$ cat src/rtl/mips_mem_arbiter_pkg.sv
// rtl/mips_mem_arbiter_pkg.sv - shared types and constants for the fetch/data memory arbiter
package mips_mem_pkg;

   typedef enum logic [2:0] {
      IDLE,
      FETCH,
      DATA_RD,
      DATA_WR,
      DONE
   } arb_state_t;

   typedef enum logic {
      GNT_FETCH,
      GNT_DATA
   } grant_t;

   // Wide all-ones lane mask; the arbiter slices off DATA_W/8 bits for fetches.
   localparam int                  BE_MAX_W   = 128;
   localparam logic [BE_MAX_W-1:0] BUS_BE_ALL = '1;

endpackage

$ cat src/rtl/mips_mem_arbiter_if.sv
// rtl/mips_mem_arbiter_if.sv - CPU fetch/data ports and Avalon-style bus bundled for the arbiter
interface mips_mem_arbiter_if #(
   parameter int ADDR_W = 32,
   parameter int DATA_W = 32
);
   localparam int BE_W = DATA_W / 8;

   logic              i_req;
   logic [ADDR_W-1:0] i_addr;
   logic [DATA_W-1:0] i_rdata;
   logic              i_done;

   logic              d_read;
   logic              d_write;
   logic [ADDR_W-1:0] d_addr;
   logic [DATA_W-1:0] d_wdata;
   logic [BE_W-1:0]   d_byteenable;
   logic [DATA_W-1:0] d_rdata;
   logic              d_done;

   logic [ADDR_W-1:0] bus_address;
   logic              bus_read;
   logic              bus_write;
   logic [DATA_W-1:0] bus_writedata;
   logic [BE_W-1:0]   bus_byteenable;
   logic [DATA_W-1:0] bus_readdata;
   logic              bus_waitrequest;
   logic              bus_err;

   // master: the arbiter, sole master on the memory bus
   modport master (
      input  i_req, i_addr, d_read, d_write, d_addr, d_wdata, d_byteenable,
      input  bus_readdata, bus_waitrequest,
      output i_rdata, i_done, d_rdata, d_done,
      output bus_address, bus_read, bus_write, bus_writedata, bus_byteenable, bus_err
   );

   // slave: the CPU core plus memory seen from outside the arbiter
   modport slave (
      output i_req, i_addr, d_read, d_write, d_addr, d_wdata, d_byteenable,
      output bus_readdata, bus_waitrequest,
      input  i_rdata, i_done, d_rdata, d_done,
      input  bus_address, bus_read, bus_write, bus_writedata, bus_byteenable, bus_err
   );

endinterface

$ cat src/rtl/mips_mem_arbiter.sv
// rtl/mips_mem_arbiter.sv - round-robin fetch/data arbiter driving one registered memory bus with timeout
module mips_mem_arbiter
   import mips_mem_pkg::*;
#(
   parameter int ADDR_W   = 32,
   parameter int DATA_W   = 32,
   parameter int MAX_WAIT = 255
) (
   input  logic               clk,
   input  logic               reset,
   mips_mem_arbiter_if.master mem
);
   localparam int BE_W  = DATA_W / 8;
   localparam int CNT_W = $clog2(MAX_WAIT + 1);

   arb_state_t        state_q, state_d;
   grant_t            last_grant_q, last_grant_d;
   grant_t            gnt_sel;
   logic              data_pend, fetch_pend;
   logic [CNT_W-1:0]  wait_cnt_q, wait_cnt_d;
   logic [ADDR_W-1:0] bus_address_q, bus_address_d;
   logic [DATA_W-1:0] bus_writedata_q, bus_writedata_d;
   logic [BE_W-1:0]   bus_byteenable_q, bus_byteenable_d;
   logic              bus_read_q, bus_read_d;
   logic              bus_write_q, bus_write_d;
   logic              bus_err_q, bus_err_d;
   logic [DATA_W-1:0] i_rdata_q, i_rdata_d;
   logic [DATA_W-1:0] d_rdata_q, d_rdata_d;

   always_ff @(posedge clk) begin
      if (reset) begin
         state_q          <= IDLE;
         last_grant_q     <= GNT_FETCH;
         wait_cnt_q       <= '0;
         bus_address_q    <= '0;
         bus_writedata_q  <= '0;
         bus_byteenable_q <= '0;
         bus_read_q       <= 1'b0;
         bus_write_q      <= 1'b0;
         bus_err_q        <= 1'b0;
         i_rdata_q        <= '0;
         d_rdata_q        <= '0;
      end else begin
         state_q          <= state_d;
         last_grant_q     <= last_grant_d;
         wait_cnt_q       <= wait_cnt_d;
         bus_address_q    <= bus_address_d;
         bus_writedata_q  <= bus_writedata_d;
         bus_byteenable_q <= bus_byteenable_d;
         bus_read_q       <= bus_read_d;
         bus_write_q      <= bus_write_d;
         bus_err_q        <= bus_err_d;
         i_rdata_q        <= i_rdata_d;
         d_rdata_q        <= d_rdata_d;
      end
   end

   // last_grant_q is refreshed on every grant, so it also names the port owning the bus.
   always_comb begin
      state_d          = state_q;
      last_grant_d     = last_grant_q;
      wait_cnt_d       = wait_cnt_q;
      bus_address_d    = bus_address_q;
      bus_writedata_d  = bus_writedata_q;
      bus_byteenable_d = bus_byteenable_q;
      bus_read_d       = bus_read_q;
      bus_write_d      = bus_write_q;
      bus_err_d        = bus_err_q;
      i_rdata_d        = i_rdata_q;
      d_rdata_d        = d_rdata_q;
      data_pend        = mem.d_read | mem.d_write;
      fetch_pend       = mem.i_req;
      gnt_sel          = GNT_FETCH;

      unique case (state_q)
         IDLE: begin
            if (data_pend || fetch_pend) begin
               if (data_pend && fetch_pend) begin
                  gnt_sel = (last_grant_q == GNT_FETCH) ? GNT_DATA : GNT_FETCH;
               end else begin
                  gnt_sel = data_pend ? GNT_DATA : GNT_FETCH;
               end
               last_grant_d = gnt_sel;
               wait_cnt_d   = '0;
               if (gnt_sel == GNT_FETCH) begin
                  bus_address_d    = mem.i_addr;
                  bus_byteenable_d = BUS_BE_ALL[BE_W-1:0];
                  bus_read_d       = 1'b1;
                  state_d          = FETCH;
               end else begin
                  bus_address_d    = mem.d_addr;
                  bus_writedata_d  = mem.d_wdata;
                  bus_byteenable_d = mem.d_byteenable;
                  if (mem.d_write) begin
                     bus_write_d = 1'b1;
                     state_d     = DATA_WR;
                  end else begin
                     bus_read_d = 1'b1;
                     state_d    = DATA_RD;
                  end
               end
            end
         end
         FETCH, DATA_RD, DATA_WR: begin
            if (!mem.bus_waitrequest) begin
               bus_read_d  = 1'b0;
               bus_write_d = 1'b0;
               state_d     = DONE;
               if (state_q == FETCH)   i_rdata_d = mem.bus_readdata;
               if (state_q == DATA_RD) d_rdata_d = mem.bus_readdata;
            end else if (wait_cnt_q == CNT_W'(MAX_WAIT)) begin
               bus_read_d  = 1'b0;
               bus_write_d = 1'b0;
               bus_err_d   = 1'b1;
               state_d     = DONE;
               if (last_grant_q == GNT_FETCH) i_rdata_d = '0;
               else                           d_rdata_d = '0;
            end else begin
               wait_cnt_d = wait_cnt_q + CNT_W'(1);
            end
         end
         DONE: begin
            state_d = IDLE;
         end
         default: begin
            state_d = IDLE;
         end
      endcase
   end

   assign mem.i_rdata        = i_rdata_q;
   assign mem.d_rdata        = d_rdata_q;
   assign mem.i_done         = (state_q == DONE) && (last_grant_q == GNT_FETCH);
   assign mem.d_done         = (state_q == DONE) && (last_grant_q == GNT_DATA);
   assign mem.bus_address    = bus_address_q;
   assign mem.bus_read       = bus_read_q;
   assign mem.bus_write      = bus_write_q;
   assign mem.bus_writedata  = bus_writedata_q;
   assign mem.bus_byteenable = bus_byteenable_q;
   assign mem.bus_err        = bus_err_q;

endmodule

$ cat src/flat_wrapper.sv
// flat-port wrapper written by rule: the top's interface ports become plain ports
module mips_mem_arbiter_flat import mips_mem_pkg::*;
#(
   parameter int ADDR_W   = 32,
   parameter int DATA_W   = 32,
   parameter int MAX_WAIT = 255
)
  (clk, reset, mem_i_req, mem_i_addr, mem_d_read, mem_d_write, mem_d_addr, mem_d_wdata, mem_d_byteenable, mem_bus_readdata, mem_bus_waitrequest, mem_i_rdata, mem_i_done, mem_d_rdata, mem_d_done, mem_bus_address, mem_bus_read, mem_bus_write, mem_bus_writedata, mem_bus_byteenable, mem_bus_err);
  mips_mem_arbiter_if #(.ADDR_W(ADDR_W), .DATA_W(DATA_W)) mem_i ();
  input  logic clk;
  input  logic reset;
  input wire logic [$bits(mem_i.i_req)-1:0] mem_i_req;
  input wire logic [$bits(mem_i.i_addr)-1:0] mem_i_addr;
  input wire logic [$bits(mem_i.d_read)-1:0] mem_d_read;
  input wire logic [$bits(mem_i.d_write)-1:0] mem_d_write;
  input wire logic [$bits(mem_i.d_addr)-1:0] mem_d_addr;
  input wire logic [$bits(mem_i.d_wdata)-1:0] mem_d_wdata;
  input wire logic [$bits(mem_i.d_byteenable)-1:0] mem_d_byteenable;
  input wire logic [$bits(mem_i.bus_readdata)-1:0] mem_bus_readdata;
  input wire logic [$bits(mem_i.bus_waitrequest)-1:0] mem_bus_waitrequest;
  output wire logic [$bits(mem_i.i_rdata)-1:0] mem_i_rdata;
  output wire logic [$bits(mem_i.i_done)-1:0] mem_i_done;
  output wire logic [$bits(mem_i.d_rdata)-1:0] mem_d_rdata;
  output wire logic [$bits(mem_i.d_done)-1:0] mem_d_done;
  output wire logic [$bits(mem_i.bus_address)-1:0] mem_bus_address;
  output wire logic [$bits(mem_i.bus_read)-1:0] mem_bus_read;
  output wire logic [$bits(mem_i.bus_write)-1:0] mem_bus_write;
  output wire logic [$bits(mem_i.bus_writedata)-1:0] mem_bus_writedata;
  output wire logic [$bits(mem_i.bus_byteenable)-1:0] mem_bus_byteenable;
  output wire logic [$bits(mem_i.bus_err)-1:0] mem_bus_err;
  assign mem_i.i_req = mem_i_req;
  assign mem_i.i_addr = mem_i_addr;
  assign mem_i.d_read = mem_d_read;
  assign mem_i.d_write = mem_d_write;
  assign mem_i.d_addr = mem_d_addr;
  assign mem_i.d_wdata = mem_d_wdata;
  assign mem_i.d_byteenable = mem_d_byteenable;
  assign mem_i.bus_readdata = mem_bus_readdata;
  assign mem_i.bus_waitrequest = mem_bus_waitrequest;
  assign mem_i_rdata = mem_i.i_rdata;
  assign mem_i_done = mem_i.i_done;
  assign mem_d_rdata = mem_i.d_rdata;
  assign mem_d_done = mem_i.d_done;
  assign mem_bus_address = mem_i.bus_address;
  assign mem_bus_read = mem_i.bus_read;
  assign mem_bus_write = mem_i.bus_write;
  assign mem_bus_writedata = mem_i.bus_writedata;
  assign mem_bus_byteenable = mem_i.bus_byteenable;
  assign mem_bus_err = mem_i.bus_err;
  mips_mem_arbiter #(.ADDR_W(ADDR_W), .DATA_W(DATA_W), .MAX_WAIT(MAX_WAIT)) u_core (.clk(clk), .reset(reset), .mem(mem_i));
endmodule
$ cat config.mk
export PLATFORM = sky130hd
export DESIGN_NAME = mips_mem_arbiter_flat
export DESIGN_NICKNAME = d
export VERILOG_FILES = /design/src/rtl/mips_mem_arbiter_pkg.sv /design/src/rtl/mips_mem_arbiter_if.sv /design/src/rtl/mips_mem_arbiter.sv /design/src/flat_wrapper.sv
export SDC_FILE = /design/constraint.sdc
export NUM_CORES = 1
export LEC_CHECK = 0
export ABC_AREA = 0
export CORE_MARGIN = 2
export CORE_UTILIZATION = 34
export CTS_BUF_LIST = sky130_fd_sc_hd__clkbuf_4 sky130_fd_sc_hd__clkbuf_8 sky130_fd_sc_hd__clkbuf_16
export DETAILED_ROUTE_END_ITERATION = 8
export PLACE_DENSITY = 0.7
export SLEW_MARGIN = 20
export SYNTH_ARGS = -nofsm -noshare
export SYNTH_HDL_FRONTEND = slang
export SYNTH_SLANG_ARGS = --single-unit
$ cat constraint.sdc
create_clock -name clk -period 2.45 [get_ports clk]
set_input_delay 0.49 -clock clk [delete_from_list [all_inputs] [get_ports clk]]
set_output_delay 0.49 -clock clk [all_outputs]
set_load 0.02 [all_outputs]
Word-level counts from Yosys, hierarchy flattened --
Index checks and enable logic that the tools add are counted.
Operators by class: add/subtract/negate cells 1, equal/unequal tests 15, multiplexer cells 35, bitwise logic cells 2, reductions and logical operators 18
Operators by type and width (count):
- 2-to-1 mux 32 bit | 9
- 2-to-1 mux 8 bit | 3
- one-hot mux 8 bit (2 select lines) | 1
- AND reduction 4 bit | 4
- 2-to-1 mux 1 bit | 14
- 2-to-1 mux 3 bit | 4
- adder 8 x 1 -> 8 bit, second input constant | 1
- equality test 8 bit, second input constant | 1
- != test 2 x 1 -> 1 bit, second input constant | 4
- != test 2 bit, second input constant | 4
- equality test 3 x 2 -> 1 bit, second input constant | 2
- one-hot mux 3 bit (2 select lines) | 1
- AND reduction 3 bit | 2
- nonzero test 2 bit | 3
- AND reduction 5 bit | 1
- 2-to-1 mux 4 bit | 1
- one-hot mux 1 bit (2 select lines) | 2
- AND reduction 2 bit | 2
- equality test 3 x 1 -> 1 bit, second input constant | 1
- equality test 3 bit, second input constant | 1
- logical AND 1 bit | 3
- zero test 3 bit | 1
- != test 3 x 2 -> 1 bit, second input constant | 1
- != test 3 bit, second input constant | 1
- 4 further kinds | 4
Storage, ports and cells: register bits 147, input port bits 138

Depth between registers and ports, before layout --
Gate-level depths: netlist (run 1).
word-level depth 8, depth in mapped cells 7, gate-level depth less buffers 5

Least setup slack after synthesis (run 1) --
No wires, ideal clock.
kind register to output, start register u_core.last_grant_q, end output mem_i_done, arrival time 1397 ps, setup slack 563 ps, cell stages (with the launch flop) 4, path through dfxtp_1 > clkbuf_1 > clkbuf_1 > nor4_1
Between the ends: longest elaborated chain between the ends 2
Ends and longest elaborated chain:
- from (decl) | RTL line mips_mem_arbiter.sv:17 | grant_t last_grant_q, last_grant_d;
- from (signal assigned) | RTL line mips_mem_arbiter.sv:45 | last_grant_q <= last_grant_d;
- NOT 1 bit
- logical AND 1 bit | RTL line mips_mem_arbiter.sv:133 | assign mem.i_done = (state_q == DONE) && (last_grant_q == GNT_FETCH);
- to (decl) | RTL line flat_wrapper.sv:22 | output wire logic [$bits(mem_i.i_done)-1:0] mem_i_done;
Every way passes these cells.

Worst setup path after layout (run 1) --
start register u_core.wait_cnt_q[0], end register u_core.d_rdata_q[27] (netlist: u_core.mem.d_rdata[27])
Between the ends: longest elaborated chain between the ends 3
Ends and longest elaborated chain:
- from (decl) | RTL line mips_mem_arbiter.sv:20 | logic [CNT_W-1:0] wait_cnt_q, wait_cnt_d;
- from (signal assigned) | RTL line mips_mem_arbiter.sv:46 | wait_cnt_q <= wait_cnt_d;
- equality test 8 bit | RTL line mips_mem_arbiter.sv:111 | end else if (wait_cnt_q == CNT_W'(MAX_WAIT)) begin
- != test 2 x 1 -> 1 bit (no line)
- AND reduction 4 bit (no line)
- to (signal assigned) | RTL line mips_mem_arbiter.sv:54 | d_rdata_q <= d_rdata_d;
- to (decl) | RTL line mips_mem_arbiter.sv:28 | logic [DATA_W-1:0] d_rdata_q, d_rdata_d;
Every way passes these cells. A chain may end at the register's enable or synchronous reset.

==> metrics.txt, run 1 <==
# TYPE chip_impl_metric gauge
chip_impl_metric{name="cp.buffers_inverters",unit=""} 1
chip_impl_metric{name="post_synth_num_cell_types",unit=""} 44
chip_impl_metric{name="dieArea",unit="um2"} 18170
chip_impl_metric{name="dr.pass1.iters",unit=""} 4
chip_impl_info{name="synth_ff_type",value="sky130_fd_sc_hd__dfxtp_1"} 1
chip_impl_metric{name="final-max-slew-violation-count",unit=""} 0
chip_impl_metric{name="setup_viol",unit=""} 0
chip_impl_metric{name="worst_path_largest_cell_delay",unit="ns"} 0.88
chip_impl_metric{name="actual_transition_at_the_worst_max_transition_pin",unit="ns"} 1.027
chip_impl_metric{name="holdBufCountCts",unit=""} 0
chip_impl_metric{name="layout-drive-gt1-share",unit=""} 0.06987
chip_impl_info{name="cts.root.buffer_cell",value="sky130_fd_sc_hd__clkbuf_16"} 1
chip_impl_metric{name="clock.fmax",unit="GHz"} 0.4466
chip_impl_metric{name="fp-row-count",unit=""} 47
chip_impl_metric{name="cts_buffer_count",unit=""} 17
chip_impl_info{name="rsz0062_at_grt",value="no"} 1
chip_impl_metric{name="cp.required",unit="ns"} 2.80
chip_impl_info{name="cts_tree",value="yes"} 1
chip_impl_metric{name="post_cts_setup_buffers",unit=""} 0
chip_impl_metric{name="clk-insertion-delay-late",unit="ns"} 0.41
chip_impl_metric{name="detailedPlacementHpwl",unit="um"} 11900
chip_impl_metric{name="layout_worst_path_cycle_share",unit=""} 0.9139
chip_impl_metric{name="hold_viol_final",unit=""} 0
chip_impl_info{name="worst_hold_path_type",value="reg -> reg"} 1
chip_impl_metric{name="worst_path_setup_slack_after_routing",unit="ns"} 0.2109
chip_impl_metric{name="synth_cells",unit=""} 645
chip_impl_info{name="yosys.area.top_type",value="sky130_fd_sc_hd__dfxtp_1"} 1
chip_impl_metric{name="area_of_the_mapped_netlist",unit="um2"} 5818
chip_impl_metric{name="grt_util_all_layers",unit=""} 0.1838
chip_impl_info{name="worstPathCellList",value="ha_1, nand4_2, nor2_1, a311oi_4, buf_4, a22o_1"} 1
chip_impl_metric{name="clock_sinks",unit=""} 147
chip_impl_metric{name="setup_ws_pre_cts",unit="ns"} -0.1687
chip_impl_info{name="outcome",value="completed"} 1
chip_impl_metric{name="postSynthAreaPerCell",unit="um2"} 9.020
chip_impl_metric{name="reg_to_reg_slack_setup",unit="ns"} 0.21
chip_impl_metric{name="switching_power",unit="uW"} 2170
chip_impl_metric{name="grt_pass1_wl",unit="um"} 26670
chip_impl_info{name="regToRegStartpoint",value="u_core.wait_cnt_q[0]$_SDFFE_PP0P_"} 1
chip_impl_metric{name="async_flop_share",unit=""} 0
chip_impl_metric{name="floorplan.initialDensity",unit=""} 0.3496
chip_impl_metric{name="synth-seq-area-share",unit=""} 0.5058
chip_impl_metric{name="clkPwrFrac",unit=""} 0.367
chip_impl_metric{name="route.layer.met1.wl",unit="um"} 7231
chip_impl_metric{name="power.leakage",unit="uW"} 0.003530
chip_impl_metric{name="p_int",unit="uW"} 5339
chip_impl_info{name="critical_path.top_delay_family",value="compound AO/OA/AOI/OAI gates"} 1
chip_impl_metric{name="power.share.combinational",unit=""} 0.261
chip_impl_metric{name="timing.slew.headroom",unit=""} 0.3150
chip_impl_metric{name="grt-ovfl-total",unit=""} 0
chip_impl_metric{name="routed_wire_length_per_instance",unit="um"} 14.89
chip_impl_metric{name="synth_compound_gate_area_share",unit=""} 0.2170
chip_impl_metric{name="final_area",unit="um2"} 9453
chip_impl_metric{name="met3RoutedLength",unit="um"} 1291
chip_impl_info{name="layout.cells.most_common_list",value="sky130_fd_sc_hd__clkdlybuf4s50_1 (271), sky130_fd_sc_hd__dfxtp_1 (146), sky130_fd_sc_hd__nand2_1 (101)"} 1
chip_impl_metric{name="maxCapViolations",unit=""} 0
chip_impl_metric{name="yosysTopAreaCellShare",unit=""} 0.5058
chip_impl_metric{name="route.vias.total",unit=""} 5470
chip_impl_metric{name="synth_xor_xnor_area_share",unit=""} 0
chip_impl_metric{name="core_region_area",unit="um2"} 16640
chip_impl_metric{name="fin_hold_ws",unit="ns"} 0.4504
chip_impl_info{name="crit_path_top_delay_cell",value="sky130_fd_sc_hd__a311oi_4"} 1
chip_impl_metric{name="grt_start_max_net_pins",unit=""} 71
chip_impl_metric{name="power.sequential.fraction",unit=""} 0.372
chip_impl_metric{name="critPathMaxFanout",unit=""} 21
chip_impl_metric{name="drt_first_iter_violations",unit=""} 296
chip_impl_info{name="start_kind",value="flop"} 1
chip_impl_metric{name="synth_edf_count",unit=""} 0
chip_impl_metric{name="power.density",unit="nW/um2"} 794.4
chip_impl_metric{name="area_after_detailed_placement",unit="um2"} 8823
chip_impl_info{name="layout.cells.most_common",value="sky130_fd_sc_hd__clkdlybuf4s50_1"} 1
chip_impl_info{name="critPathCaptureType",value="flop"} 1
chip_impl_metric{name="area_growth_syn_to_layout",unit="%"} 62.47
chip_impl_metric{name="cts.htree.levels",unit=""} 4
chip_impl_metric{name="io_pins",unit=""} 275
chip_impl_metric{name="remaining_antenna_violation_count_after_routing",unit=""} 0
chip_impl_metric{name="endpoint_arrival_time_on_the_critical_path",unit="ns"} 2.59
chip_impl_metric{name="synth-warning-count",unit=""} 0
chip_impl_metric{name="reg2regPathDepth",unit=""} 6
chip_impl_metric{name="drc",unit=""} 0
chip_impl_metric{name="antenna-diode-count",unit=""} 0
chip_impl_metric{name="port_buffers",unit=""} 274
chip_impl_metric{name="synthesis.nets",unit=""} 784
chip_impl_metric{name="totalWireLength",unit="um"} 16920
chip_impl_metric{name="grt_pass1_vias",unit=""} 5166
chip_impl_metric{name="die-width",unit="um"} 134.8
chip_impl_metric{name="via_per_inst",unit=""} 4.815
chip_impl_metric{name="yosys_register_bits",unit=""} 147
chip_impl_metric{name="min_period",unit="ns"} 2.239
chip_impl_metric{name="switching_share",unit=""} 0.2890
chip_impl_metric{name="clk_transition_reported_paths",unit="ns"} 0.06
chip_impl_metric{name="timing.critical_path.depth",unit=""} 6
chip_impl_info{name="dominant_combinational_cell_family_by_area_after_synthesis",value="compound AO/OA/AOI/OAI gates"} 1
chip_impl_info{name="top_layer",value="met4"} 1
chip_impl_metric{name="chip_height",unit="um"} 134.8
chip_impl_info{name="criticalPathCategory",value="reg -> reg"} 1
chip_impl_info{name="synth.top_cells.by_area",value="sky130_fd_sc_hd__dfxtp_1 (51%), sky130_fd_sc_hd__nand2_1 (6.5%), sky130_fd_sc_hd__a21oi_1 (6.2%), sky130_fd_sc_hd__mux2i_1 (5.5%), sky130_fd_sc_hd__a22o_1 (4.8%)"} 1
chip_impl_info{name="critical_path.reg2reg.endpoint",value="u_core.mem.d_rdata[27]$_SDFFE_PP0P_"} 1
chip_impl_info{name="cp-startpoint",value="u_core.wait_cnt_q[0]$_SDFFE_PP0P_"} 1
chip_impl_metric{name="synth_adder_area_share",unit=""} 0.002151
chip_impl_metric{name="num-nets-final",unit=""} 1043
chip_impl_metric{name="detailed_routed_wire_length_on_met2",unit="um"} 8136
chip_impl_metric{name="grt_antenna_before_repair",unit=""} 0
chip_impl_metric{name="synth.area.mux_share",unit=""} 0.05699
chip_impl_metric{name="clock-skew-final",unit="ns"} 0.01121
chip_impl_metric{name="synthSimpleGateAreaFrac",unit=""} 0.1697
chip_impl_metric{name="max-vdd-ir-drop",unit="mV"} 0.5452
chip_impl_metric{name="gpl.final_weighted_congestion",unit=""} 0.7960
chip_impl_metric{name="overall_power",unit="uW"} 7509
chip_impl_metric{name="clock_tree.buffer_depth",unit=""} 2
chip_impl_info{name="critical_path.endpoint",value="u_core.mem.d_rdata[27]$_SDFFE_PP0P_"} 1
## synth_stat cells, types with 8 or more instances
cell and instances:
sky130_fd_sc_hd__a21oi_1 72, sky130_fd_sc_hd__buf_4 8, sky130_fd_sc_hd__a22o_1 32, sky130_fd_sc_hd__buf_2 19, sky130_fd_sc_hd__o21ai_1 8, sky130_fd_sc_hd__o211ai_1 8
sky130_fd_sc_hd__nand3_1 9, sky130_fd_sc_hd__nand2_1 101, sky130_fd_sc_hd__nor2_1 41, sky130_fd_sc_hd__mux2i_1 32, sky130_fd_sc_hd__nor2b_1 34, sky130_fd_sc_hd__a211oi_1 34
sky130_fd_sc_hd__dfxtp_1 147, sky130_fd_sc_hd__o21ai_0 28, sky130_fd_sc_hd__clkbuf_1 26
## flip-flops by register name, indices dropped and copies added (netlist names)
name and flops:
u_core.last_grant_q 1, u_core.state_q 3, u_core.mem.bus_address 32, u_core.mem.bus_writedata 32
u_core.mem.bus_read 1, u_core.mem.d_rdata 32, u_core.mem.i_rdata 32, u_core.mem.bus_byteenable 4
u_core.wait_cnt_q 8, u_core.mem.bus_err 1, u_core.mem.bus_write 1
## how the worst min path moves through the flow
| stage | start | cells past startpoint | endpoint |
|---|---|---|---|
| floorplan | u_core.wait_cnt_q[3]$_SDFFE_PP0P_ | 2 | u_core.wait_cnt_q[3]$_SDFFE_PP0P_ |
| global placement | u_core.mem.bus_writedata[30]$_SDFFE_PP0P_ | 2 | u_core.mem.bus_writedata[30]$_SDFFE_PP0P_ |
| detailed placement | u_core.mem.bus_err$_SDFFE_PP0P_ | 2 | u_core.mem.bus_err$_SDFFE_PP0P_ |
| CTS | u_core.mem.bus_writedata[3]$_SDFFE_PP0P_ | 2 | u_core.mem.bus_writedata[3]$_SDFFE_PP0P_ |
| global route | u_core.mem.bus_writedata[10]$_SDFFE_PP0P_ | 2 | u_core.mem.bus_writedata[10]$_SDFFE_PP0P_ |
| finish | u_core.mem.bus_writedata[28]$_SDFFE_PP0P_ | 2 | u_core.mem.bus_writedata[28]$_SDFFE_PP0P_ |
## layout make-up
type,count,area (um2)
clock buffer,19,446.7
clock inverter,12,180.2
fill,1529,7189
inverter,2,7.507
multi-input combinational,440,2630
sequential,147,2944
tap,220,275.3
timing repair buffer,296,2969
## routing by layer
metal / vias to the layer above / GRT usage
met5: - / 0
met4: 0 / 0.07602
met3: 18 / 0.05405
met2: 196 / 0.2913
met1: 2461 / 0.2340
li1: 2795 / -
## timing repair
item	4_1_cts	5_1_grt
endpoints found under the setup margin	2	1
pin swaps	0	0
resized for setup	2	1
## cells by family (layout without fill, tap and decap cells)
kind of cell,Yosys count,count (layout)
AO/OA/AOI/OAI,197,197
adder cells (fa/ha/maj),1,1
buffers and inverters,58,329
flip-flops,147,147
multiplexers,33,33
AND/OR/NAND/NOR,209,209
## power by group through the flow
stage / registers (uW) / logic [uW] / clock network [uW]
6_report: 2800 / 1960 / 2760
5_1_grt: 2830 / 2120 / 2940
4_1_cts: 2800 / 1980 / 2830
3_5_place_dp: 2850 / 1980 / 0
3_3_place_gp: 2840 / 1970 / 0
2_1_floorplan: 3130 / 729 / 0
## stage by stage
stage | instances | setup TNS [ns] | utilization
final | 1136 | 0 | 0.5680
after global routing | 1136 | 0 | 0.5680
after CTS | 1136 | 0 | 0.5679
after detailed placement | 1105 | -2.094 | 0.5302
after global placement | 1105 | -1.622 | 0.5302
after floorplan | 645 | 0 | -
## worst min-delay path: stages (launching register included)
cell and delay [ns]:
sky130_fd_sc_hd__dfxtp_1 0.31, sky130_fd_sc_hd__nand2_1 0.05, sky130_fd_sc_hd__a21oi_1 0.05
Power figures use the tool's default switching activity.
==> run 2: changes to the inputs <==
- SETUP_SLACK_MARGIN: default -> 0.3
==> run 2 against run 1 <==
Register-to-register slack improved by 0.17 ns. Count of clock-buffer cells in the layout unchanged. Via count about the same. Wire length increased by 1.6%. Worst hold slack improved by 0.00072 ns. First-iteration DRC count decreased by 0.34%. Largest power group unchanged. Final cell count about the same.
==> metrics.txt, run 2 (same netlist as run 1, synthesis figures left out) <==
# TYPE chip_impl_metric gauge
chip_impl_metric{name="drt_first_iter_violations",unit=""} 295
chip_impl_metric{name="clock_sinks",unit=""} 147
chip_impl_metric{name="grt_util_all_layers",unit=""} 0.1870
chip_impl_metric{name="num-nets-final",unit=""} 1044
chip_impl_metric{name="via_per_inst",unit=""} 4.807
chip_impl_metric{name="layout_worst_path_cycle_share",unit=""} 0.8438
chip_impl_metric{name="power.density",unit="nW/um2"} 794.2
chip_impl_metric{name="drc",unit=""} 0
chip_impl_metric{name="fp-row-count",unit=""} 47
chip_impl_info{name="layout.cells.most_common",value="sky130_fd_sc_hd__clkdlybuf4s50_1"} 1
chip_impl_info{name="layout.cells.most_common_list",value="sky130_fd_sc_hd__clkdlybuf4s50_1 (271), sky130_fd_sc_hd__dfxtp_1 (144), sky130_fd_sc_hd__nand2_1 (101)"} 1
chip_impl_metric{name="clock_tree.buffer_depth",unit=""} 2
chip_impl_metric{name="layout-drive-gt1-share",unit=""} 0.07634
chip_impl_metric{name="grt-ovfl-total",unit=""} 0
chip_impl_info{name="cts.root.buffer_cell",value="sky130_fd_sc_hd__clkbuf_16"} 1
chip_impl_metric{name="final.fill_count",unit=""} 1526
chip_impl_metric{name="detailedPlacementHpwl",unit="um"} 11900
chip_impl_metric{name="endpoint_arrival_time_on_the_critical_path",unit="ns"} 2.42
chip_impl_metric{name="finish.utilization",unit=""} 0.5685
chip_impl_metric{name="chip_height",unit="um"} 134.8
chip_impl_metric{name="numPlacedInstances",unit=""} 1105
chip_impl_metric{name="route.vias.total",unit=""} 5466
chip_impl_info{name="cts_tree",value="yes"} 1
chip_impl_metric{name="dieArea",unit="um2"} 18170
chip_impl_metric{name="gpl.final_weighted_congestion",unit=""} 0.7960
chip_impl_metric{name="floorplan.initialDensity",unit=""} 0.3496
chip_impl_metric{name="io_pins",unit=""} 275
chip_impl_metric{name="grt_antenna_before_repair",unit=""} 0
chip_impl_metric{name="min_period",unit="ns"} 2.067
chip_impl_metric{name="post_cts_setup_buffers",unit=""} 0
chip_impl_metric{name="cp.required",unit="ns"} 2.80
chip_impl_metric{name="actual_transition_at_the_worst_max_transition_pin",unit="ns"} 0.7512
chip_impl_metric{name="cts_buffer_count",unit=""} 17
chip_impl_metric{name="die-width",unit="um"} 134.8
chip_impl_metric{name="totalWireLength",unit="um"} 17190
chip_impl_metric{name="clock-skew-final",unit="ns"} 0.01460
chip_impl_info{name="crit_path_top_delay_cell",value="sky130_fd_sc_hd__a311oi_4"} 1
chip_impl_metric{name="cts.htree.levels",unit=""} 4
chip_impl_metric{name="post_layout_nonfiller_instances",unit=""} 1137
chip_impl_info{name="outcome",value="completed"} 1
chip_impl_metric{name="worst_path_largest_cell_delay",unit="ns"} 0.72
chip_impl_metric{name="hold_viol_final",unit=""} 0
chip_impl_metric{name="clk-insertion-delay-late",unit="ns"} 0.41
chip_impl_metric{name="core_region_area",unit="um2"} 16640
chip_impl_metric{name="grt_pass1_wl",unit="um"} 27050
chip_impl_info{name="critPathCaptureType",value="flop"} 1
chip_impl_metric{name="setup_viol",unit=""} 0
chip_impl_metric{name="area_growth_syn_to_layout",unit="%"} 62.62
chip_impl_metric{name="grt_start_max_net_pins",unit=""} 71
chip_impl_metric{name="port_buffers",unit=""} 274
chip_impl_metric{name="power.leakage",unit="uW"} 0.003512
chip_impl_metric{name="clock.fmax",unit="GHz"} 0.4837
chip_impl_info{name="criticalPathCategory",value="reg -> reg"} 1
chip_impl_metric{name="holdBufCountCts",unit=""} 0
chip_impl_metric{name="clk_transition_reported_paths",unit="ns"} 0.06
chip_impl_metric{name="maxCapViolations",unit=""} 0
chip_impl_info{name="worstPathCellList",value="ha_1, nand4_2, nor2_2, a311oi_4, buf_4, a22o_1"} 1
chip_impl_info{name="start_kind",value="flop"} 1
chip_impl_metric{name="routed_wire_length_per_instance",unit="um"} 15.12
chip_impl_info{name="rsz0062_at_grt",value="no"} 1
chip_impl_metric{name="timing.slew.headroom",unit=""} 0.4992
chip_impl_metric{name="final-max-slew-violation-count",unit=""} 0
chip_impl_metric{name="critPathMaxFanout",unit=""} 11
chip_impl_metric{name="grt_pass1_vias",unit=""} 5193
chip_impl_metric{name="remaining_antenna_violation_count_after_routing",unit=""} 0
chip_impl_metric{name="max-vdd-ir-drop",unit="mV"} 0.5446
chip_impl_info{name="worst_hold_path_type",value="reg -> reg"} 1
chip_impl_metric{name="dr.pass1.iters",unit=""} 4
chip_impl_metric{name="antenna-diode-count",unit=""} 0
==> run 2: cell count changes in the layout (fill, tap and decap cells not counted), sizes merged <==
cell          delta
dlygate4sd2      -1
clkbuf           +2
a311oi           +1
dlymetal6s2s     -1
==> run 2: per-layer routing <==
| metal | global-route usage | part of all wire |
|---|---|---|
| met1 | 0.2401 | 0.44 |
| met2 | 0.2955 | 0.48 |
| met3 | 0.05405 | 0.072 |
| met4 | 0.07602 | 0.0095 |
| met5 | 0 | 0 |
==> run 2: final timing paths <==
| check | startpoint | endpoint | slack (ns) | cells past startpoint |
|---|---|---|---|---|
| worst max-delay path | u_core.wait_cnt_q[0]$_SDFFE_PP0P_ | u_core.mem.d_rdata[27]$_SDFFE_PP0P_ | 0.38 | 6 |
| worst min-delay path | u_core.mem.bus_writedata[28]$_SDFFE_PP0P_ | u_core.mem.bus_writedata[28]$_SDFFE_PP0P_ | 0.45 | 2 |
| worst max register to register | u_core.wait_cnt_q[0]$_SDFFE_PP0P_ | u_core.mem.d_rdata[27]$_SDFFE_PP0P_ | 0.38 | 6 |
| worst min register to register | u_core.mem.bus_writedata[28]$_SDFFE_PP0P_ | u_core.mem.bus_writedata[28]$_SDFFE_PP0P_ | 0.45 | 2 |
==> run 2: layout make-up <==
type | count | area (um2) | share of cell area
Timing Repair Buffer | 296 | 2958 | 0.3126
Sequential cell | 147 | 2947 | 0.3114
Multi-Input combinational cell | 441 | 2648 | 0.2798
Clock buffer | 19 | 446.7 | 0.04721
Tap cell | 220 | 275.3 | 0.02909
Clock inverter | 12 | 180.2 | 0.01904
Inverter | 2 | 7.507 | 0.0007934
==> run 2: per-stage QoR <==
step                area (um2)  worst slack [ns]  hold WS (ns)  power, uW  TNS, ns
floorplan                 5818            0.5630        0.4941       3856        0
global placement          8823           -0.1302        0.4415       4807   -1.622
detailed placement        8823           -0.1687        0.4455       4822   -2.094
CTS                       9467            0.1867        0.4536       7615        0
global route              9462            0.3097        0.4731       7889        0
finish                    9462            0.3828        0.4512       7515        0
==> run 2: critical path, delay by kind of cell, from the launching register on <==
family | cells | cell delay, ns
AOI/OAI and AO/OA | 2 | 0.87
DFF | 1 | 0.34
adders and majority gates | 1 | 0.27
buffers and inverters | 1 | 0.27
and+or+nand+nor | 2 | 0.25
==> run 2: where the power goes <==
group	switching [uW]	internal [uW]	total, uW
Clock	1010	1740	2750
Combinational	1020	946	1970
Sequential	146	2650	2800
Total	2170	5340	7510
==> run 2: repair_timing <==
| item | 4_1_cts | 5_1_grt |
|---|---|---|
| pin swaps | 1 | 1 |
| endpoints found under the setup margin | 15 | 20 |
| resized for setup | 4 | 8 |
| gates cloned | 1 | 0 |
==> run 3: changes to the inputs <==
- PLACE_DENSITY: 0.7 -> 0.72
- clock period: 2.45 -> 1.8 ns (I/O delays scaled with it)
==> run 3 against run 2 <==
Utilization up 5.6 points. Power rose by 46%. First-iteration DRC count increased by 5.1%. Fmax grew 18%. Clock power rose by 35%. Non-clock buffer count up 45. Largest cell class unchanged. Final cell count rose by 4.0%.
==> metrics.txt, run 3 (same netlist as run 1, synthesis figures left out) <==
# TYPE chip_impl_metric gauge
chip_impl_metric{name="power.share.combinational",unit=""} 0.313
chip_impl_info{name="layout.cells.most_common",value="sky130_fd_sc_hd__dfxtp_1"} 1
chip_impl_metric{name="dr.pass1.iters",unit=""} 4
chip_impl_metric{name="switching_share",unit=""} 0.3102
chip_impl_metric{name="actual_transition_at_the_worst_max_transition_pin",unit="ns"} 0.4069
chip_impl_metric{name="power.sequential.fraction",unit=""} 0.350
chip_impl_metric{name="drc",unit=""} 0
chip_impl_metric{name="maxCapViolations",unit=""} 0
chip_impl_metric{name="reg_to_reg_slack_setup",unit="ns"} 0.05
chip_impl_metric{name="final-max-slew-violation-count",unit=""} 0
chip_impl_metric{name="port_buffers",unit=""} 274
chip_impl_info{name="start_kind",value="flop"} 1
chip_impl_metric{name="clk-insertion-delay-late",unit="ns"} 0.41
chip_impl_metric{name="route.layer.met1.wl",unit="um"} 8019
chip_impl_metric{name="grt_start_max_net_pins",unit=""} 65
chip_impl_metric{name="p_int",unit="uW"} 7585
chip_impl_info{name="regToRegStartpoint",value="u_core.state_q[1]$_SDFFE_PP0P_"} 1
chip_impl_metric{name="grt_pass1_wl",unit="um"} 29480
chip_impl_metric{name="clock-skew-final",unit="ns"} 0.007443
chip_impl_metric{name="final_area",unit="um2"} 10390
chip_impl_metric{name="antenna-diode-count",unit=""} 0
chip_impl_metric{name="io_pins",unit=""} 275
chip_impl_metric{name="holdBufCountCts",unit=""} 0
chip_impl_metric{name="cts_buffer_count",unit=""} 17
chip_impl_metric{name="grt-ovfl-total",unit=""} 0
chip_impl_info{name="layout.cells.most_common_list",value="sky130_fd_sc_hd__dfxtp_1 (140), sky130_fd_sc_hd__dlygate4sd2_1 (133), sky130_fd_sc_hd__clkdlybuf4s50_1 (132)"} 1
chip_impl_info{name="outcome",value="completed"} 1
chip_impl_metric{name="cp.required",unit="ns"} 2.09
chip_impl_metric{name="core_region_area",unit="um2"} 16640
chip_impl_info{name="min_from",value="reset"} 1
chip_impl_metric{name="floorplan.initialDensity",unit=""} 0.3496
chip_impl_metric{name="clock_sinks",unit=""} 147
chip_impl_metric{name="route.vias.total",unit=""} 5891
chip_impl_metric{name="register_area",unit="um2"} 2957
chip_impl_metric{name="clkPwrFrac",unit=""} 0.337
chip_impl_metric{name="routed_wire_length_per_instance",unit="um"} 16.17
chip_impl_info{name="worst_hold_path_type",value="in -> reg"} 1
chip_impl_metric{name="endpoint_arrival_time_on_the_critical_path",unit="ns"} 2.05
chip_impl_metric{name="die-width",unit="um"} 134.8
chip_impl_metric{name="grt_antenna_before_repair",unit=""} 0
chip_impl_metric{name="cts.htree.levels",unit=""} 4
chip_impl_metric{name="final.fill_count",unit=""} 1433
chip_impl_info{name="cts_tree",value="yes"} 1
chip_impl_metric{name="min_period",unit="ns"} 1.753
chip_impl_metric{name="clock.fmax",unit="GHz"} 0.5703
chip_impl_metric{name="totalWireLength",unit="um"} 19110
chip_impl_info{name="cp-startpoint",value="u_core.state_q[1]$_SDFFE_PP0P_"} 1
chip_impl_metric{name="layout-drive-gt1-share",unit=""} 0.1996
chip_impl_metric{name="power.leakage",unit="uW"} 0.004559
chip_impl_metric{name="dieArea",unit="um2"} 18170
chip_impl_metric{name="timing.slew.headroom",unit=""} 0.7288
chip_impl_metric{name="num-nets-final",unit=""} 1088
chip_impl_info{name="hold-path-endpoint",value="u_core.last_grant_q$_SDFFE_PP0P_"} 1
chip_impl_metric{name="overall_power",unit="uW"} 11000
chip_impl_info{name="critPathCaptureType",value="flop"} 1
chip_impl_metric{name="whs_path_depth",unit=""} 2
chip_impl_metric{name="clock_tree.buffer_depth",unit=""} 2
chip_impl_metric{name="area_after_detailed_placement",unit="um2"} 9061
chip_impl_metric{name="detailedPlacementHpwl",unit="um"} 12380
chip_impl_metric{name="met3RoutedLength",unit="um"} 1149
chip_impl_metric{name="power.density",unit="nW/um2"} 1058
chip_impl_metric{name="multiInputGateArea",unit="um2"} 3073
chip_impl_metric{name="layout_worst_path_cycle_share",unit=""} 0.9741
chip_impl_info{name="top_layer",value="met4"} 1
chip_impl_info{name="cts.root.buffer_cell",value="sky130_fd_sc_hd__clkbuf_16"} 1
chip_impl_metric{name="switching_power",unit="uW"} 3411
chip_impl_info{name="criticalPathCategory",value="reg -> reg"} 1
chip_impl_info{name="critical_path.reg2reg.endpoint",value="u_core.mem.bus_writedata[17]$_SDFFE_PP0P_"} 1
chip_impl_metric{name="hold_viol_final",unit=""} 0
chip_impl_metric{name="reg2regPathDepth",unit=""} 7
chip_impl_metric{name="drt_first_iter_violations",unit=""} 310
chip_impl_metric{name="area_growth_syn_to_layout",unit="%"} 78.64
chip_impl_metric{name="grt_pass1_vias",unit=""} 5812
chip_impl_metric{name="clk_transition_reported_paths",unit="ns"} 0.06
chip_impl_metric{name="detailed_routed_wire_length_on_met2",unit="um"} 9633
chip_impl_metric{name="chip_height",unit="um"} 134.8
chip_impl_metric{name="grt_util_all_layers",unit=""} 0.2018
chip_impl_info{name="rsz0062_at_grt",value="yes"} 1
chip_impl_metric{name="setup_viol",unit=""} 0
chip_impl_metric{name="critPathMaxFanout",unit=""} 8
chip_impl_metric{name="via_per_inst",unit=""} 4.984
chip_impl_metric{name="post_layout_nonfiller_instances",unit=""} 1182
chip_impl_metric{name="fp-row-count",unit=""} 47
chip_impl_metric{name="numPlacedInstances",unit=""} 1123
chip_impl_metric{name="remaining_antenna_violation_count_after_routing",unit=""} 0
chip_impl_metric{name="max-vdd-ir-drop",unit="mV"} 0.7351
chip_impl_metric{name="gpl.final_weighted_congestion",unit=""} 0.8204
chip_impl_metric{name="tns",unit="ns"} 0
[run 3: cell count changes in the layout (fill, tap and decap cells not counted), sizes merged]
| cell | previous run | this run |
|---|---|---|
| dlymetal6s2s | 0 | 1 |
| bufinv | 4 | 3 |
| dlygate4sd2 | 0 | 133 |
| clkbuf | 21 | 25 |
| a311oi | 2 | 1 |
| clkinvlp | 2 | 3 |
| clkdlybuf4s50 | 271 | 132 |
| clkdlybuf4s15 | 0 | 5 |
| inv | 4 | 3 |
| buf | 23 | 66 |
[run 3: worst max path at each step]
stage                                                end  slack [ns]  depth (start not counted)
3_5_place_dp           u_core.wait_cnt_q[5]$_SDFFE_PP0P_       -0.23                          5
5_1_grt              u_core.mem.i_rdata[27]$_SDFFE_PP0P_      -0.003                          7
6_report       u_core.mem.bus_writedata[17]$_SDFFE_PP0P_        0.05                          7
3_3_place_gp         u_core.mem.i_rdata[22]$_SDFFE_PP0P_       -0.21                          6
4_1_cts              u_core.mem.i_rdata[22]$_SDFFE_PP0P_        0.04                          6
2_1_floorplan        u_core.mem.i_rdata[13]$_SDFFE_PP0P_        0.12                          6
[run 3: critical path: stages (launching register included)]
cell	delay [ns]
sky130_fd_sc_hd__dfxtp_4	0.35
sky130_fd_sc_hd__buf_6	0.12
sky130_fd_sc_hd__buf_4	0.13
sky130_fd_sc_hd__buf_6	0.12
sky130_fd_sc_hd__or4_4	0.56
sky130_fd_sc_hd__clkbuf_16	0.23
sky130_fd_sc_hd__nand2_2	0.07
sky130_fd_sc_hd__a21oi_1	0.06
[run 3: timing repair]
item                                    CTS  global route
resized for setup                       188            95
cloned                                    6             5
pin swaps                                10            39
setup buffers                            10             6
endpoints found under the setup margin  281           169
[run 3: routing by layer]
layer	vias to the layer above	track usage
met4	0	0.06491
li1	2891	-
met5	-	0
met3	22	0.05255
met2	198	0.3545
met1	2780	0.2400
[run 3: through the flow]
stage | worst slack (ns) | hold slack [ns] | util
after floorplan | 0.1226 | 0.4855 | -
after global placement | -0.2082 | 0.4339 | 0.5445
after detailed placement | -0.2318 | 0.4426 | 0.5445
after CTS | 0.04046 | 0.3051 | 0.5954
after global routing | -0.002650 | 0.3465 | 0.6245
final | 0.04653 | 0.3196 | 0.6245
[run 3: area by class of cell]
| class | count | share of cell area |
|---|---|---|
| repair buffers | 341 | 0.3330 |
| multi-input cells | 440 | 0.2957 |
| flip-flops and latches | 147 | 0.2845 |
| clock buffers | 21 | 0.04502 |
| well taps | 220 | 0.02648 |
| clock inverters | 11 | 0.01469 |
| inverters | 2 | 0.0007223 |
[run 3: power groups by stage]
stage	Clock (uW)	Combinational, uW	Sequential (uW)
floorplan	0	1050	4260
global placement	0	2800	3850
detailed placement	0	2820	3860
CTS	3780	3100	3800
global route	3890	3670	3900
finish	3700	3450	3850
==> edit, RTL diff (flow settings as in run 3) <==
Take the reset off `bus_address_q`, `bus_writedata_q`, `bus_byteenable_q`, `i_rdata_q` and `d_rdata_q` and load them in a clocked block of their own.
--- a/src/rtl/mips_mem_arbiter.sv
+++ b/src/rtl/mips_mem_arbiter.sv
@@ -33,25 +33,23 @@
          last_grant_q     <= GNT_FETCH;
          wait_cnt_q       <= '0;
-         bus_address_q    <= '0;
-         bus_writedata_q  <= '0;
-         bus_byteenable_q <= '0;
          bus_read_q       <= 1'b0;
          bus_write_q      <= 1'b0;
          bus_err_q        <= 1'b0;
-         i_rdata_q        <= '0;
-         d_rdata_q        <= '0;
       end else begin
          state_q          <= state_d;
          last_grant_q     <= last_grant_d;
          wait_cnt_q       <= wait_cnt_d;
-         bus_address_q    <= bus_address_d;
-         bus_writedata_q  <= bus_writedata_d;
-         bus_byteenable_q <= bus_byteenable_d;
          bus_read_q       <= bus_read_d;
          bus_write_q      <= bus_write_d;
          bus_err_q        <= bus_err_d;
-         i_rdata_q        <= i_rdata_d;
-         d_rdata_q        <= d_rdata_d;
       end
+   end
+
+   always_ff @(posedge clk) begin
+      bus_address_q    <= bus_address_d;
+      bus_writedata_q  <= bus_writedata_d;
+      bus_byteenable_q <= bus_byteenable_d;
+      i_rdata_q        <= i_rdata_d;
+      d_rdata_q        <= d_rdata_d;
    end
 
Behaviour: not the same (a bounded check fails within 4 cycles, from zero or initial values and one cycle with reset high).
==> edit against run 3 <==
Sequential share of layout area increased by 13 points. Worst setup slack got worse by 0.083 ns. Final cell count decreased by 23%. Combinational power decreased by 12%. Total power increased by 1.4%. Sequential cell count unchanged. Area after synthesis decreased by 6.4%. Wire length decreased by 14%. Sequential power increased by 14%. Cell area decreased by 0.45%. Fmax decreased by 4.5%. The flow now finishes with violations (setup timing). Largest cell class is now sequential cells. Via count decreased by 29%.
==> edit: results <==
power:
  vdd_drop_max_mv: 0.6151
  leakage_nw: 4.055
min_path:
  hold_end: "u_core.mem.bus_writedata[23]$_DFFE_PP_"
  hold_path_depth: 1
synth:
  synth_mux_area_share_pct: 6.615
  syn_nets: 448
  yosysSeqAreaShare_pct: 78.27
placement:
  globalplace.congestion: 0.7532
  post_dp_cell_area_um2: 8745
  dpl_worst_slack_ns: -0.4661
  dpl.hpwl_um: 10430
worst_setup_path:
  critPathCapture: "u_core.mem.i_rdata[29]$_DFFE_PP_"
  cp_slowest_cell: "dfxtp_4"
  setup.worst_path.start: "u_core.wait_cnt_q[1]$_SDFFE_PP0P_"
  cp_slowest_stage_delay_ns: 0.36
detailed_routing:
  drt_iter0_markers: 153
  wl_per_cell_um: 18.18
final_layout:
  multi_input_area_share_pct: 12.78
  nClkBuffers: 18
  finalNetCount: 819
  buffer_area_share_pct: 37.04
  drive_gt1_share_pct: 29.52
  multi_input_cells: 144
  buffers: 365
timing:
  max_slew_margin_pct: 69.93
  finalSetupViolations: 32
  setup_slack_ns: -0.03691
run_status:
  violations: "setup timing"
  status: "finished with violations"
grt:
  grt_usage_pct: 17.92
  grt_max_degree: 33
==> edit: kinds of logic after synthesis <==
| family | count (synthesis) |
|---|---|
| muxes | 32 |
| adders and majority gates | 1 |
| AOI/OAI and AO/OA | 30 |
| and+or+nand+nor | 80 |
| DFF | 147 |
| buffers and inverters | 19 |
==> edit: what timing repair did <==
action,in CTS,in global routing
cloned,12,6
setup buffers,31,8
resized for setup,237,96
pin swaps,17,15
setup endpoints to repair,298,241
==> edit: stage by stage <==
stage	hold WS [ns]	total power, mW	setup TNS [ns]	std cells
4_1_cts	0.4803	10.90	-0.3130	893
6_report	0.5008	11.15	-0.6753	907
3_5_place_dp	0.4828	6.780	-33.36	820
5_1_grt	0.4773	11.53	-2.245	907
2_1_floorplan	0.4589	5.467	-27.46	309
3_3_place_gp	0.4606	6.740	-31.21	820
==> edit: routing by layer <==
metal  wire length (µm)  track usage, %  up-vias
met5                  0               0        -
met1               5996           18.98     2016
li1                   -               -     1933
met2               8792           33.43      232
met4                197           5.319        0
met3               1506           6.352       16
